===== src/rtl/frame_generator_paced.sv =====
// Paced Ethernet/IPv4 test-frame generator, one instance per tester port.
// Emits frames with a fixed header (TEST_FRAME_TOS / TEST_FRAME_PROTO, valid
// IPv4 header checksum) followed by a repeated 16-bit LFSR payload, with an
// optional frame-count limit, inter-frame gap and frame-size sweep.
// Ports:
//   clk, rst_n   : clock, asynchronous active-low reset
//   start        : begin a run (honoured only in IDLE with port_config.enable)
//   stop         : end the run at the next frame boundary
//   port_config  : MACs, IPs, base frame size, enable
//   frame_count  : frames per run, 0 = unlimited
//   gap_cycles   : idle cycles after every frame
//   sweep_en     : step the frame size each frame
//   size_step    : sweep increment in bytes
//   size_max     : sweep upper bound in bytes
//   ready        : generator idle
//   done         : one-cycle pulse when a run ends
//   sent_frames  : frames completed in the current/last run
//   sent_bytes   : bytes completed in the current/last run
//   axis_m       : AXI4-Stream master toward the MAC

package frame_generator_paced_pkg;

    typedef struct packed {
        logic [47:0] dst_mac;
        logic [47:0] src_mac;
        logic [31:0] src_ip;
        logic [31:0] dst_ip;
        logic [15:0] frame_size;
        logic        enable;
    } port_config_t;

    // Wire-order header; the IPv4 part occupies the low 160 bits.
    typedef struct packed {
        logic [47:0] dst_mac;
        logic [47:0] src_mac;
        logic [15:0] ethertype;
        logic [7:0]  ver_ihl;
        logic [7:0]  tos;
        logic [15:0] total_len;
        logic [15:0] ip_id;
        logic [15:0] flags_frag;
        logic [7:0]  ttl;
        logic [7:0]  proto;
        logic [15:0] checksum;
        logic [31:0] src_ip;
        logic [31:0] dst_ip;
    } frame_header_t;

    localparam logic [7:0]  TEST_FRAME_TOS   = 8'h28;
    localparam logic [7:0]  TEST_FRAME_PROTO = 8'hFD;
    localparam logic [15:0] ETHERTYPE_IPV4   = 16'h0800;
    localparam logic [7:0]  IP_VER_IHL       = 8'h45;
    localparam logic [15:0] IP_FLAGS_DF      = 16'h4000;
    localparam logic [7:0]  IP_TTL           = 8'h40;
    localparam logic [15:0] ID_SEED          = 16'h1D0F;
    localparam logic [15:0] PAYLOAD_SEED     = 16'hACE1;
    localparam logic [15:0] MIN_FRAME_BYTES  = 16'd60;
    localparam logic [15:0] ETH_HDR_BYTES    = 16'd14;

    // Galois LFSR, x^16 + x^14 + x^13 + x^11 + 1.
    function automatic logic [15:0] lfsr16_next(input logic [15:0] v);
        return {1'b0, v[15:1]} ^ (v[0] ? 16'hB400 : 16'h0000);
    endfunction

    // One's-complement checksum over the IPv4 header words.
    function automatic logic [15:0] ip_checksum(input frame_header_t h);
        logic [31:0] s;
        s = {16'h0000, h.ver_ihl, h.tos}
          + {16'h0000, h.total_len}
          + {16'h0000, h.ip_id}
          + {16'h0000, h.flags_frag}
          + {16'h0000, h.ttl, h.proto}
          + {16'h0000, h.checksum}
          + {16'h0000, h.src_ip[31:16]}
          + {16'h0000, h.src_ip[15:0]}
          + {16'h0000, h.dst_ip[31:16]}
          + {16'h0000, h.dst_ip[15:0]};
        s = {16'h0000, s[15:0]} + {16'h0000, s[31:16]};
        s = {16'h0000, s[15:0]} + {16'h0000, s[31:16]};
        return ~s[15:0];
    endfunction

    function automatic logic [15:0] clamp_size(input logic [15:0] s);
        return (s < MIN_FRAME_BYTES) ? MIN_FRAME_BYTES : s;
    endfunction

endpackage

module frame_generator_paced
    import frame_generator_paced_pkg::*;
#(
    parameter int DATA_WIDTH = 512,
    parameter int ID_WIDTH   = 3,
    parameter int CNT_WIDTH  = 32
) (
    input  logic                  clk,
    input  logic                  rst_n,
    input  logic                  start,
    input  logic                  stop,
    input  port_config_t          port_config,
    input  logic [CNT_WIDTH-1:0]  frame_count,
    input  logic [15:0]           gap_cycles,
    input  logic                  sweep_en,
    input  logic [15:0]           size_step,
    input  logic [15:0]           size_max,
    output logic                  ready,
    output logic                  done,
    output logic [CNT_WIDTH-1:0]  sent_frames,
    output logic [CNT_WIDTH-1:0]  sent_bytes,
    frame_generator_paced_if.master axis_m
);

    localparam int BPB   = DATA_WIDTH / 8;
    localparam int HDR_W = $bits(frame_header_t);
    localparam int NREP  = DATA_WIDTH / 16;

    typedef enum logic [1:0] {
        ST_IDLE = 2'd0,
        ST_SEND = 2'd1,
        ST_GAP  = 2'd2
    } state_t;

    state_t state_r, state_nx;

    // Run parameters latched at start
    logic [47:0]          dst_mac_r, src_mac_r;
    logic [31:0]          src_ip_r, dst_ip_r;
    logic [CNT_WIDTH-1:0] cnt_lim_r;
    logic [15:0]          gap_lim_r;
    logic                 sweep_r;
    logic [15:0]          step_r, min_r, max_r;

    // Per-frame / per-beat state
    logic [15:0] size_r, size_nx;
    logic [15:0] remain_r, remain_nx;
    logic [15:0] pay_r, pay_nx;
    logic        first_r, first_nx;
    logic [15:0] gap_cnt_r, gap_cnt_nx;
    logic        stop_pend_r, stop_pend_nx;
    logic [15:0] id_r, id_nx;

    logic [CNT_WIDTH-1:0] sent_frames_r, sent_bytes_r;

    logic [DATA_WIDTH-1:0] data_r, data_s;
    logic [BPB-1:0]        keep_r, keep_s;
    logic                  last_r, last_s;
    logic                  valid_r, done_r, ready_r;

    logic        fire_s, last_fire_s, start_go_s, stop_now_s, limit_hit_s;
    logic [15:0] start_min_s, next_sz_s;

    assign fire_s      = valid_r & axis_m.ready;
    assign last_fire_s = fire_s & last_r;
    assign start_go_s  = (state_r == ST_IDLE) & start & port_config.enable;
    assign stop_now_s  = stop_pend_r | stop;
    assign start_min_s = clamp_size(port_config.frame_size);
    assign limit_hit_s = (cnt_lim_r != {CNT_WIDTH{1'b0}}) &&
                         ((sent_frames_r + CNT_WIDTH'(1)) == cnt_lim_r);
    assign id_nx       = last_fire_s ? lfsr16_next(id_r) : id_r;

    // Size of the frame after the current one; an inverted sweep range
    // degenerates to a fixed size.
    always_comb begin
        logic [16:0] sum;
        sum = {1'b0, size_r} + {1'b0, step_r};
        if (!sweep_r || (max_r < min_r)) begin
            next_sz_s = size_r;
        end else if (sum > {1'b0, max_r}) begin
            next_sz_s = min_r;
        end else begin
            next_sz_s = sum[15:0];
        end
    end

    // State register
    always_ff @(posedge clk or negedge rst_n) begin
        if (!rst_n) begin
            state_r     <= ST_IDLE;
            size_r      <= 16'd0;
            remain_r    <= 16'd0;
            pay_r       <= 16'd0;
            first_r     <= 1'b0;
            gap_cnt_r   <= 16'd0;
            stop_pend_r <= 1'b0;
            id_r        <= ID_SEED;
        end else begin
            state_r     <= state_nx;
            size_r      <= size_nx;
            remain_r    <= remain_nx;
            pay_r       <= pay_nx;
            first_r     <= first_nx;
            gap_cnt_r   <= gap_cnt_nx;
            stop_pend_r <= stop_pend_nx;
            id_r        <= id_nx;
        end
    end

    // Next-state and per-beat bookkeeping
    always_comb begin
        state_nx     = state_r;
        size_nx      = size_r;
        remain_nx    = remain_r;
        pay_nx       = pay_r;
        first_nx     = first_r;
        gap_cnt_nx   = gap_cnt_r;
        stop_pend_nx = stop_pend_r;
        case (state_r)
            ST_IDLE: begin
                stop_pend_nx = 1'b0;
                if (start_go_s) begin
                    state_nx  = ST_SEND;
                    size_nx   = start_min_s;
                    remain_nx = start_min_s;
                    pay_nx    = PAYLOAD_SEED;
                    first_nx  = 1'b1;
                end else begin
                    state_nx = ST_IDLE;
                end
            end
            ST_SEND: begin
                stop_pend_nx = stop_now_s;
                if (last_fire_s) begin
                    size_nx = next_sz_s;
                    if (stop_now_s || limit_hit_s) begin
                        state_nx     = ST_IDLE;
                        stop_pend_nx = 1'b0;
                    end else if (gap_lim_r != 16'd0) begin
                        state_nx   = ST_GAP;
                        gap_cnt_nx = 16'd0;
                    end else begin
                        // Back-to-back: next frame's beat 0 goes out next cycle
                        remain_nx = next_sz_s;
                        pay_nx    = PAYLOAD_SEED;
                        first_nx  = 1'b1;
                    end
                end else if (fire_s) begin
                    remain_nx = remain_r - 16'(BPB);
                    pay_nx    = lfsr16_next(pay_r);
                    first_nx  = 1'b0;
                end else begin
                    state_nx = ST_SEND;
                end
            end
            ST_GAP: begin
                stop_pend_nx = stop_now_s;
                if (stop_now_s) begin
                    state_nx     = ST_IDLE;
                    stop_pend_nx = 1'b0;
                end else if (gap_cnt_r == (gap_lim_r - 16'd1)) begin
                    state_nx  = ST_SEND;
                    remain_nx = size_r;
                    pay_nx    = PAYLOAD_SEED;
                    first_nx  = 1'b1;
                end else begin
                    gap_cnt_nx = gap_cnt_r + 16'd1;
                end
            end
            default: begin
                state_nx     = ST_IDLE;
                stop_pend_nx = 1'b0;
            end
        endcase
    end

    // Beat contents for the next cycle; while stalled every input here is
    // unchanged, so the registered beat holds steady by construction.
    always_comb begin
        frame_header_t hdr;
        hdr            = '0;
        hdr.dst_mac    = start_go_s ? port_config.dst_mac : dst_mac_r;
        hdr.src_mac    = start_go_s ? port_config.src_mac : src_mac_r;
        hdr.ethertype  = ETHERTYPE_IPV4;
        hdr.ver_ihl    = IP_VER_IHL;
        hdr.tos        = TEST_FRAME_TOS;
        hdr.total_len  = size_nx - ETH_HDR_BYTES;
        hdr.ip_id      = id_nx;
        hdr.flags_frag = IP_FLAGS_DF;
        hdr.ttl        = IP_TTL;
        hdr.proto      = TEST_FRAME_PROTO;
        hdr.src_ip     = start_go_s ? port_config.src_ip : src_ip_r;
        hdr.dst_ip     = start_go_s ? port_config.dst_ip : dst_ip_r;
        hdr.checksum   = ip_checksum(hdr);

        data_s = {NREP{pay_nx}};
        if (first_nx) begin
            data_s[HDR_W-1:0] = hdr;
        end else begin
            data_s = {NREP{pay_nx}};
        end
        for (int i = 0; i < BPB; i++) begin
            keep_s[i] = (16'(i) < remain_nx);
        end
        last_s = (remain_nx <= 16'(BPB));

        if (state_nx != ST_SEND) begin
            data_s = {DATA_WIDTH{1'b0}};
            keep_s = {BPB{1'b0}};
            last_s = 1'b0;
        end else begin
            last_s = last_s;
        end
    end

    // Registered AXIS outputs and status flags
    always_ff @(posedge clk or negedge rst_n) begin
        if (!rst_n) begin
            valid_r <= 1'b0;
            data_r  <= {DATA_WIDTH{1'b0}};
            keep_r  <= {BPB{1'b0}};
            last_r  <= 1'b0;
            done_r  <= 1'b0;
            ready_r <= 1'b0;
        end else begin
            valid_r <= (state_nx == ST_SEND);
            data_r  <= data_s;
            keep_r  <= keep_s;
            last_r  <= last_s;
            done_r  <= (state_r != ST_IDLE) && (state_nx == ST_IDLE);
            ready_r <= (state_nx == ST_IDLE);
        end
    end

    // Run configuration latch and completion counters
    always_ff @(posedge clk or negedge rst_n) begin
        if (!rst_n) begin
            dst_mac_r     <= 48'd0;
            src_mac_r     <= 48'd0;
            src_ip_r      <= 32'd0;
            dst_ip_r      <= 32'd0;
            cnt_lim_r     <= {CNT_WIDTH{1'b0}};
            gap_lim_r     <= 16'd0;
            sweep_r       <= 1'b0;
            step_r        <= 16'd0;
            min_r         <= 16'd0;
            max_r         <= 16'd0;
            sent_frames_r <= {CNT_WIDTH{1'b0}};
            sent_bytes_r  <= {CNT_WIDTH{1'b0}};
        end else if (start_go_s) begin
            dst_mac_r     <= port_config.dst_mac;
            src_mac_r     <= port_config.src_mac;
            src_ip_r      <= port_config.src_ip;
            dst_ip_r      <= port_config.dst_ip;
            cnt_lim_r     <= frame_count;
            gap_lim_r     <= gap_cycles;
            sweep_r       <= sweep_en;
            step_r        <= size_step;
            min_r         <= start_min_s;
            max_r         <= clamp_size(size_max);
            sent_frames_r <= {CNT_WIDTH{1'b0}};
            sent_bytes_r  <= {CNT_WIDTH{1'b0}};
        end else if (last_fire_s) begin
            sent_frames_r <= sent_frames_r + CNT_WIDTH'(1);
            sent_bytes_r  <= sent_bytes_r + CNT_WIDTH'(size_r);
        end else begin
            sent_frames_r <= sent_frames_r;
        end
    end

    assign ready        = ready_r;
    assign done         = done_r;
    assign sent_frames  = sent_frames_r;
    assign sent_bytes   = sent_bytes_r;
    assign axis_m.data  = data_r;
    assign axis_m.keep  = keep_r;
    assign axis_m.last  = last_r;
    assign axis_m.user  = {BPB{1'b0}};
    assign axis_m.id    = {ID_WIDTH{1'b0}};
    assign axis_m.valid = valid_r;

endmodule


===== src/rtl/frame_generator_paced_if.sv =====
// AXI4-Stream link carrying generated test frames from the frame generator
// toward the MAC TX path.
//   data  : beat payload, DATA_WIDTH bits
//   keep  : byte enables, DATA_WIDTH/8 bits
//   last  : final beat of a frame
//   user  : per-byte sideband, DATA_WIDTH/8 bits
//   id    : stream id, ID_WIDTH bits
//   valid : beat presented by the master
//   ready : beat accepted by the slave
interface frame_generator_paced_if #(
    parameter int DATA_WIDTH = 512,
    parameter int ID_WIDTH   = 3
) ();
    logic [DATA_WIDTH-1:0]   data;
    logic [DATA_WIDTH/8-1:0] keep;
    logic                    last;
    logic [DATA_WIDTH/8-1:0] user;
    logic [ID_WIDTH-1:0]     id;
    logic                    valid;
    logic                    ready;

    modport master (
        output data, keep, last, user, id, valid,
        input  ready
    );

    modport slave (
        input  data, keep, last, user, id, valid,
        output ready
    );
endinterface


===== src/flat_wrapper.sv =====
// flat-port wrapper written by rule: the top's interface ports become plain ports
module frame_generator_paced_flat import frame_generator_paced_pkg::*;
#(
    parameter int DATA_WIDTH = 512,
    parameter int ID_WIDTH   = 3,
    parameter int CNT_WIDTH  = 32
)
  (clk, rst_n, start, stop, port_config, frame_count, gap_cycles, sweep_en, size_step, size_max, ready, done, sent_frames, sent_bytes, axis_m_data, axis_m_keep, axis_m_last, axis_m_user, axis_m_id, axis_m_valid, axis_m_ready);
  frame_generator_paced_if #(.DATA_WIDTH(DATA_WIDTH), .ID_WIDTH(ID_WIDTH)) axis_m_i ();
  input  logic clk;
  input  logic rst_n;
  input  logic start;
  input  logic stop;
  input  port_config_t port_config;
  input  logic [CNT_WIDTH-1:0] frame_count;
  input  logic [15:0] gap_cycles;
  input  logic sweep_en;
  input  logic [15:0] size_step;
  input  logic [15:0] size_max;
  output logic ready;
  output logic done;
  output logic [CNT_WIDTH-1:0] sent_frames;
  output logic [CNT_WIDTH-1:0] sent_bytes;
  output wire logic [$bits(axis_m_i.data)-1:0] axis_m_data;
  output wire logic [$bits(axis_m_i.keep)-1:0] axis_m_keep;
  output wire logic [$bits(axis_m_i.last)-1:0] axis_m_last;
  output wire logic [$bits(axis_m_i.user)-1:0] axis_m_user;
  output wire logic [$bits(axis_m_i.id)-1:0] axis_m_id;
  output wire logic [$bits(axis_m_i.valid)-1:0] axis_m_valid;
  input wire logic [$bits(axis_m_i.ready)-1:0] axis_m_ready;
  assign axis_m_data = axis_m_i.data;
  assign axis_m_keep = axis_m_i.keep;
  assign axis_m_last = axis_m_i.last;
  assign axis_m_user = axis_m_i.user;
  assign axis_m_id = axis_m_i.id;
  assign axis_m_valid = axis_m_i.valid;
  assign axis_m_i.ready = axis_m_ready;
  frame_generator_paced #(.DATA_WIDTH(DATA_WIDTH), .ID_WIDTH(ID_WIDTH), .CNT_WIDTH(CNT_WIDTH)) u_core (.clk(clk), .rst_n(rst_n), .start(start), .stop(stop), .port_config(port_config), .frame_count(frame_count), .gap_cycles(gap_cycles), .sweep_en(sweep_en), .size_step(size_step), .size_max(size_max), .ready(ready), .done(done), .sent_frames(sent_frames), .sent_bytes(sent_bytes), .axis_m(axis_m_i));
endmodule

===== config.mk =====
export PLATFORM = sky130hd
export DESIGN_NAME = frame_generator_paced_flat
export DESIGN_NICKNAME = d
export VERILOG_FILES = /design/src/rtl/frame_generator_paced.sv /design/src/rtl/frame_generator_paced_if.sv /design/src/flat_wrapper.sv
export SDC_FILE = /design/constraint.sdc
export NUM_CORES = 2
export LEC_CHECK = 0
export ABC_AREA = 1
export BUFFER_PORTS_ARGS = -buffer_cell sky130_fd_sc_hd__buf_2
export CORE_AREA = 8 8 375 377
export CTS_BUF_LIST = sky130_fd_sc_hd__clkbuf_4 sky130_fd_sc_hd__clkbuf_8 sky130_fd_sc_hd__clkbuf_16
export CTS_CLUSTER_DIAMETER = 60
export DETAILED_ROUTE_END_ITERATION = 10
export DIE_AREA = 0 0 383 385
export PLACE_DENSITY = 0.46
export SETUP_SLACK_MARGIN = 0.2
export SLEW_MARGIN = 20
export SYNTH_ARGS = -nofsm -noshare
export SYNTH_HDL_FRONTEND = slang
export SYNTH_SLANG_ARGS = --single-unit

===== constraint.sdc =====
create_clock -name clk -period 13.25 [get_ports clk]
set_input_delay 3.975 -clock clk [delete_from_list [all_inputs] [get_ports clk]]
set_output_delay 3.975 -clock clk [all_outputs]
set_load 0.01 [all_outputs]

======== Word level (Yosys, flattened, before mapping) ========
Index checks and enable logic that the tools add are counted.
word-level totals
  register bits ........................... 985
  output and inout bits ................... 711
  logic and storage cells ................. 207
operators by class
  add/sub/neg operators ................... 17
  magnitude comparators ................... 69
  eq/ne operators ......................... 11
  mux-type cells .......................... 63
  bitwise operators ....................... 8
  reduce and logical (&&, ||, !) cells .... 13
operators by type and width
  operator                                                                       count
  6-bit by 16-bit less-than comparator with 1-bit output, first input constant   32
  512-bit 2-to-1 mux                                                             1
  16-bit 2-to-1 mux                                                              28
  272-bit 2-to-1 mux                                                             1
  5-bit by 16-bit less-than comparator with 1-bit output, first input constant   16
  32-bit by 16-bit adder with 32-bit output                                      6
  32-bit 2-to-1 mux                                                              6
  4-bit by 16-bit less-than comparator with 1-bit output, first input constant   8
  48-bit 2-to-1 mux                                                              2
  16-bit case mux with 3 select lines                                            2
  32-bit by 15-bit adder with 32-bit output, second input constant               2
  3-bit by 16-bit less-than comparator with 1-bit output, first input constant   4
  64-bit 2-to-1 mux                                                              1
  16-bit case mux with 2 select lines                                            2
  16-bit by 16-bit adder with 17-bit output                                      2
  32-bit by 1-bit adder with 32-bit output, second input constant                1
  32-bit equality test                                                           1
  1-bit by 16-bit less-than comparator with 1-bit output, first input constant   2
  16-bit by 6-bit less-than comparator with 1-bit output, second input constant  2
  2-bit by 16-bit less-than comparator with 1-bit output, first input constant   2
  32-bit nonzero test                                                            1
  15-bit by 16-bit bitwise XOR with 16-bit output                                2
  15-bit by 16-bit adder with 17-bit output, first input constant                1
  17-bit by 16-bit > comparator with 1-bit output                                1
  26 further kinds                                                               55

======== Logic depth before layout (Yosys ltp) ========
  word-level depth ........................ 20
  gate-level depth with buffers ........... 85

======== Worst setup path before layout ========
OpenSTA, ideal clock, no wires.
  path kind ............................... input -> register
  start ................................... in axis_m_ready
  end ..................................... reg u_core.data_r[79] (netlist: u_core.axis_m.data[79])
  library setup time ...................... 0.114 ns
  arrival ................................. 13.616 ns
  setup slack ............................. -0.480 ns
  stages .................................. 61
  buffers on the path ..................... 1
  path through ............................ nand2_1 -> nor2_2 -> inv_2 -> nor2_1 -> buf_2 -> nand3_1 -> a21oi_1 -> ha_1 -> nand3_1 -> nand2_1 -> nand2_1 -> and2_1 -> o21ai_1 -> nand2_1 -> xor2_1 -> fa_1 -> inv_1 -> fa_1 -> (+25 left out) -> nand2_1 -> nor2_1 -> nand2_1 -> nor2_1 -> ha_1 -> nand3_1 -> nor2_1 -> nand3_1 -> nor3_1 -> nor3b_1 -> nand3b_1 -> nor2_1 -> nand3_1 -> nor2_1 -> xor2_1 -> nand2_1 -> nand2_1 -> inv_1
between the ends
  word-level cells in the longest chain between the ends .. 18
  elaborated cells between the ends (all ways) .. 29
RTL lines
  what                                           RTL line                      text
  start: declaration                             flat_wrapper.sv:30            input wire logic [$bits(axis_m_i.ready)-1:0] axis_m_ready;
  1-bit bitwise AND                              frame_generator_paced.sv:152  assign fire_s = valid_r & axis_m.ready;
  1-bit bitwise AND                              frame_generator_paced.sv:153  assign last_fire_s = fire_s & last_r;
  16-bit 2-to-1 mux                              frame_generator_paced.sv:222  if (last_fire_s) begin
  16-bit case mux with 2 select lines            frame_generator_paced.sv:207  case (state_r)
  net u_core.size_nx[1]                          frame_generator_paced.sv:134  logic [15:0] size_r, size_nx;
  16-bit by 4-bit subtractor with 16-bit output  frame_generator_paced.sv:275  hdr.total_len = size_nx - ETH_HDR_BYTES;
  15-bit by 16-bit adder with 17-bit output      frame_generator_paced.sv:69   + {16'h0000, h.total_len}
  32-bit by 16-bit adder with 32-bit output      frame_generator_paced.sv:70   + {16'h0000, h.ip_id}
  (+4 left out)                                  -
  32-bit by 16-bit adder with 32-bit output      frame_generator_paced.sv:76   + {16'h0000, h.dst_ip[31:16]}
  32-bit by 16-bit adder with 32-bit output      frame_generator_paced.sv:77   + {16'h0000, h.dst_ip[15:0]};
  16-bit by 16-bit adder with 17-bit output      frame_generator_paced.sv:78   s = {16'h0000, s[15:0]} + {16'h0000, s[31:16]};
  16-bit adder                                   frame_generator_paced.sv:79   s = {16'h0000, s[15:0]} + {16'h0000, s[31:16]};
  16-bit NOT                                     frame_generator_paced.sv:80   return ~s[15:0];
  272-bit 2-to-1 mux                             frame_generator_paced.sv:285  if (first_nx) begin
  512-bit 2-to-1 mux                             frame_generator_paced.sv:295  if (state_nx != ST_SEND) begin
  net u_core.data_s[79]                          frame_generator_paced.sv:144  logic [DATA_WIDTH-1:0] data_r, data_s;
  end signal: assignment                         frame_generator_paced.sv:308  data_r <= {DATA_WIDTH{1'b0}};
  end signal: assignment                         frame_generator_paced.sv:315  data_r <= data_s;
  end: declaration                               frame_generator_paced.sv:144
The timed path passes the listed nets, and every way through them passes these cells.
A chain may end at the register's enable or synchronous reset.

======== Worst setup path in the final report ========
  start ................................... in port_config[7] (netlist name)
  end ..................................... reg u_core.data_r[79] (netlist: u_core.axis_m.data[79])
between the ends
  word-level cells in the longest chain between the ends .. 18
RTL lines
  what                                                    RTL line                      text
  start: declaration                                      flat_wrapper.sv:14            input port_config_t port_config;
  16-bit by 6-bit less-than comparator with 1-bit output  frame_generator_paced.sv:84   return (s < MIN_FRAME_BYTES) ? MIN_FRAME_BYTES : s;
  16-bit 2-to-1 mux *                                     frame_generator_paced.sv:84
  16-bit 2-to-1 mux *                                     frame_generator_paced.sv:210  if (start_go_s) begin
  16-bit case mux with 2 select lines *                   frame_generator_paced.sv:207
  16-bit by 4-bit subtractor with 16-bit output *         frame_generator_paced.sv:275
  15-bit by 16-bit adder with 17-bit output *             frame_generator_paced.sv:69
  32-bit by 16-bit adder with 32-bit output *             frame_generator_paced.sv:70
  32-bit by 15-bit adder with 32-bit output *             frame_generator_paced.sv:71   + {16'h0000, h.flags_frag}
  (+3 left out)                                           -
  32-bit by 16-bit adder with 32-bit output *             frame_generator_paced.sv:76
  32-bit by 16-bit adder with 32-bit output *             frame_generator_paced.sv:77
  16-bit by 16-bit adder with 17-bit output *             frame_generator_paced.sv:78
  16-bit adder *                                          frame_generator_paced.sv:79
  16-bit NOT *                                            frame_generator_paced.sv:80
  272-bit 2-to-1 mux *                                    frame_generator_paced.sv:285
  512-bit 2-to-1 mux *                                    frame_generator_paced.sv:295
  net u_core.data_s[79]                                   frame_generator_paced.sv:144
The timed path passes the listed nets; every way through them passes the cells marked *.

==> metrics.yaml <==
multi_input_area_um2: 16400
crit_path_start_kind: "input port"
root_buffer: "clkbuf_16"
io_pins: 974
final_cells: 7532
wire_per_inst_um: 22.3
synthTopCellsByArea: "dfrtp_1, nand2_1, inv_1, buf_4, o21ai_0"
yosys_warnings: 0
yosysSeqAreaShare_pct: 45.6
clock_latency_ns: 0.73
worst_slack_ns: 0.640
worst_setup_path_end_kind: "register"
async_reset_ff_share_pct: 100
cp.arrival_ns: 13.23
ys_ff_latch: 724
dpl.hpwl_um: 129000
synth.distinct_cells: 62
drt_iter0_markers: 2478
clock-sinks: 724
setup-tns-final_ns: 0
status: "finished clean"
cts_made_buffers: 97
die_h_um: 385
critPathMaxFanout: 4
grt_start_max_net_pins: 148
placedCellCount: 7316
die_area_um2: 147000
grt-ovfl-total: 0
ant_nets: 0
relSlewSlack_pct: 33.3
cp_slowest_cell: "fa_1"
clk_pin_slew_ns: 0.07
cp_slowest_stage_delay_ns: 0.55
yosysMostFrequentCell: "nand2_1"
syn_avg_cell_area_um2: 8.29
synth_top_area_share_pct: 45.1
cts_tree: "done"
hold_viol: 0
rows: 135
final_nets: 6091
cts.path.max_buffers: 3
path_class: "input port to register"
synth.largest_area_cell: "dfrtp_1"
rsz0062_at_grt: "true"
post-route-min-period_ns: 12.61
path_common_cell: "nand2_1"
syn_inst: 4792
drc_errors: 0
synth_area_um2: 39700
final_min_period_over_clock_period_pct: 95.2
hold_path_class: "register to register"
synthTopCellsByCount: "nand2_1, inv_1, dfrtp_1, o21ai_0, buf_4"
core_region_area_um2: 135000
seqCellArea_um2: 18100
drive_gt1_share_pct: 27.7
vias: 34400
postLayoutCoreUtil_pct: 37.1
worstMarginPinSlew_ns: 0.997
firstDrtPassIters: 5
drv_cap: 0
fillers: 14000
cts_hold_buffers: 0
pre_cts_ws_ns: -0.534
grt_usage_pct: 21.9
grt_antenna_before_repair: 56
start_util_pct: 29.5
fmax_mhz: 79.3
drt-total-wl_um: 168000
fp.dieW_um: 383
clock_skew_ns: 0.0574
grt_pass1_vias: 34500
via_per_inst: 4.57
synthFlopType: "dfrtp_1"
area_growth_pct: 25.5
synth-edff-count: 0
gp_congestion: 0.897
drv_slew: 0
setup_viol: 0
worstPathRequired_ns: 13.87
portBuffers: 906
cts_htree_levels: 3
grt_first_pass_wirelength_um: 241000
==> timing repair <==
item / CTS / global route
buffers inserted: 0 / 15
resized for setup: 0 / 112
endpoints found under the setup margin: 0 / 12
==> final cells by class <==
cell class	instances	area share, %
antenna	18	0.0903
clock buffer	125	5.52
clock inverter	57	1.57
inverter	764	5.78
multi-input combinational	2893	32.8
sequential	724	36.3
tap	1781	4.47
timing repair buffer	1170	13.4
==> through the flow <==
| stage | hold WS (ns) | instance area [um2] |
|---|---|---|
| finish | 0.463 | 49900 |
| global route | 0.482 | 49900 |
| CTS | 0.466 | 49200 |
| detailed placement | 0.451 | 45700 |
| global placement | 0.445 | 45700 |
| floorplan | 0.433 | 40100 |
==> layer usage <==
metal / wire (um) / global-route usage, %
met1: 71600 / 28.8
met2: 79100 / 35.6
met5: 226 / 0
met4: 4040 / 5.10
met3: 12900 / 6.15
==> sequential cells by signal, indices dropped and copies added, names as in the netlist, 2 cells and up <==
name                count
u_core.remain_r        16
u_core.dst_ip_r        32
u_core.axis_m.keep     64
u_core.gap_lim_r       16
u_core.sent_frames     32
u_core.dst_mac_r       48
u_core.sent_bytes      32
u_core.src_mac_r       48
u_core.max_r           16
u_core.min_r           16
u_core.state_r          2
u_core.step_r          16
u_core.cnt_lim_r       32
u_core.gap_cnt_r       16
u_core.axis_m.data    251
u_core.src_ip_r        32
u_core.size_r          16
u_core.pay_r           16
u_core.id_r            16
==> path summary, 6_finish.rpt <==
path                                                     start                           endpoint  slack (ns)  cells past startpoint
worst max-delay path                            port_config[7]   u_core.axis_m.data[79]$_DFF_PN0_        0.64                     68
worst min-delay path            u_core.dst_mac_r[25]$_DFF_PN0_     u_core.dst_mac_r[25]$_DFF_PN0_        0.46                      2
worst max register to register    u_core.step_r[2]$_DFFE_PN0P_   u_core.axis_m.data[79]$_DFF_PN0_        1.02                     79
worst min register to register  u_core.dst_mac_r[25]$_DFF_PN0_     u_core.dst_mac_r[25]$_DFF_PN0_        0.46                      2
max in group asynchronous                                rst_n  u_core.axis_m.data[175]$_DFF_PN0_        7.80                      3
min in group asynchronous                                rst_n   u_core.cnt_lim_r[28]$_DFFE_PN0P_        3.28                      1
==> cell families after synthesis <==
logic type	after synthesis	synth area share (%)
adder cells (fa/ha/maj)	178	6.83
flip-flops	724	45.6
other	1	0.00943
multiplexers	46	1.16
AND/OR/NAND/NOR	1795	19.2
buffers and inverters	1241	15.0
AO/OA/AOI/OAI	687	9.41
XOR/XNOR	120	2.75
==> placed cells by master, fill, tap and decap left out, types with 12 or more instances in the layout <==
cell       instances
a21oi_1          142
buf_2            900
buf_4            251
clkbuf_16         98
clkbuf_8          19
clkinv_2          17
conb_1            67
dfrtp_1          715
diode_2           18
fa_1              64
ha_1             103
inv_1            730
inv_2             27
mux2i_1           46
nand2_1         1061
nand2_2           28
nand3_1          217
nand3b_1          12
nand4_1           21
nor2_1           261
nor2_2            19
nor2_4            16
nor3_1            29
nor4_1            19
o211ai_1          19
o21ai_0          366
o21ai_1           35
o21bai_1          12
o22ai_1           36
or2_2             64
xnor2_1           34
xor2_1            78
==> critical path, delay by kind of cell <==
| family | cells | cell delay [ns] |
|---|---|---|
| XOR/XNOR | 3 | 0.49 |
| AO/OA/AOI/OAI | 8 | 0.96 |
| AND/OR/NAND/NOR | 41 | 4.56 |
| buffers and inverters | 8 | 0.49 |
| adder cells (fa/ha/maj) | 8 | 2.74 |
Power is not shown: default switching activity piles up to over one toggle a cycle in this logic, so the estimate is an artifact.
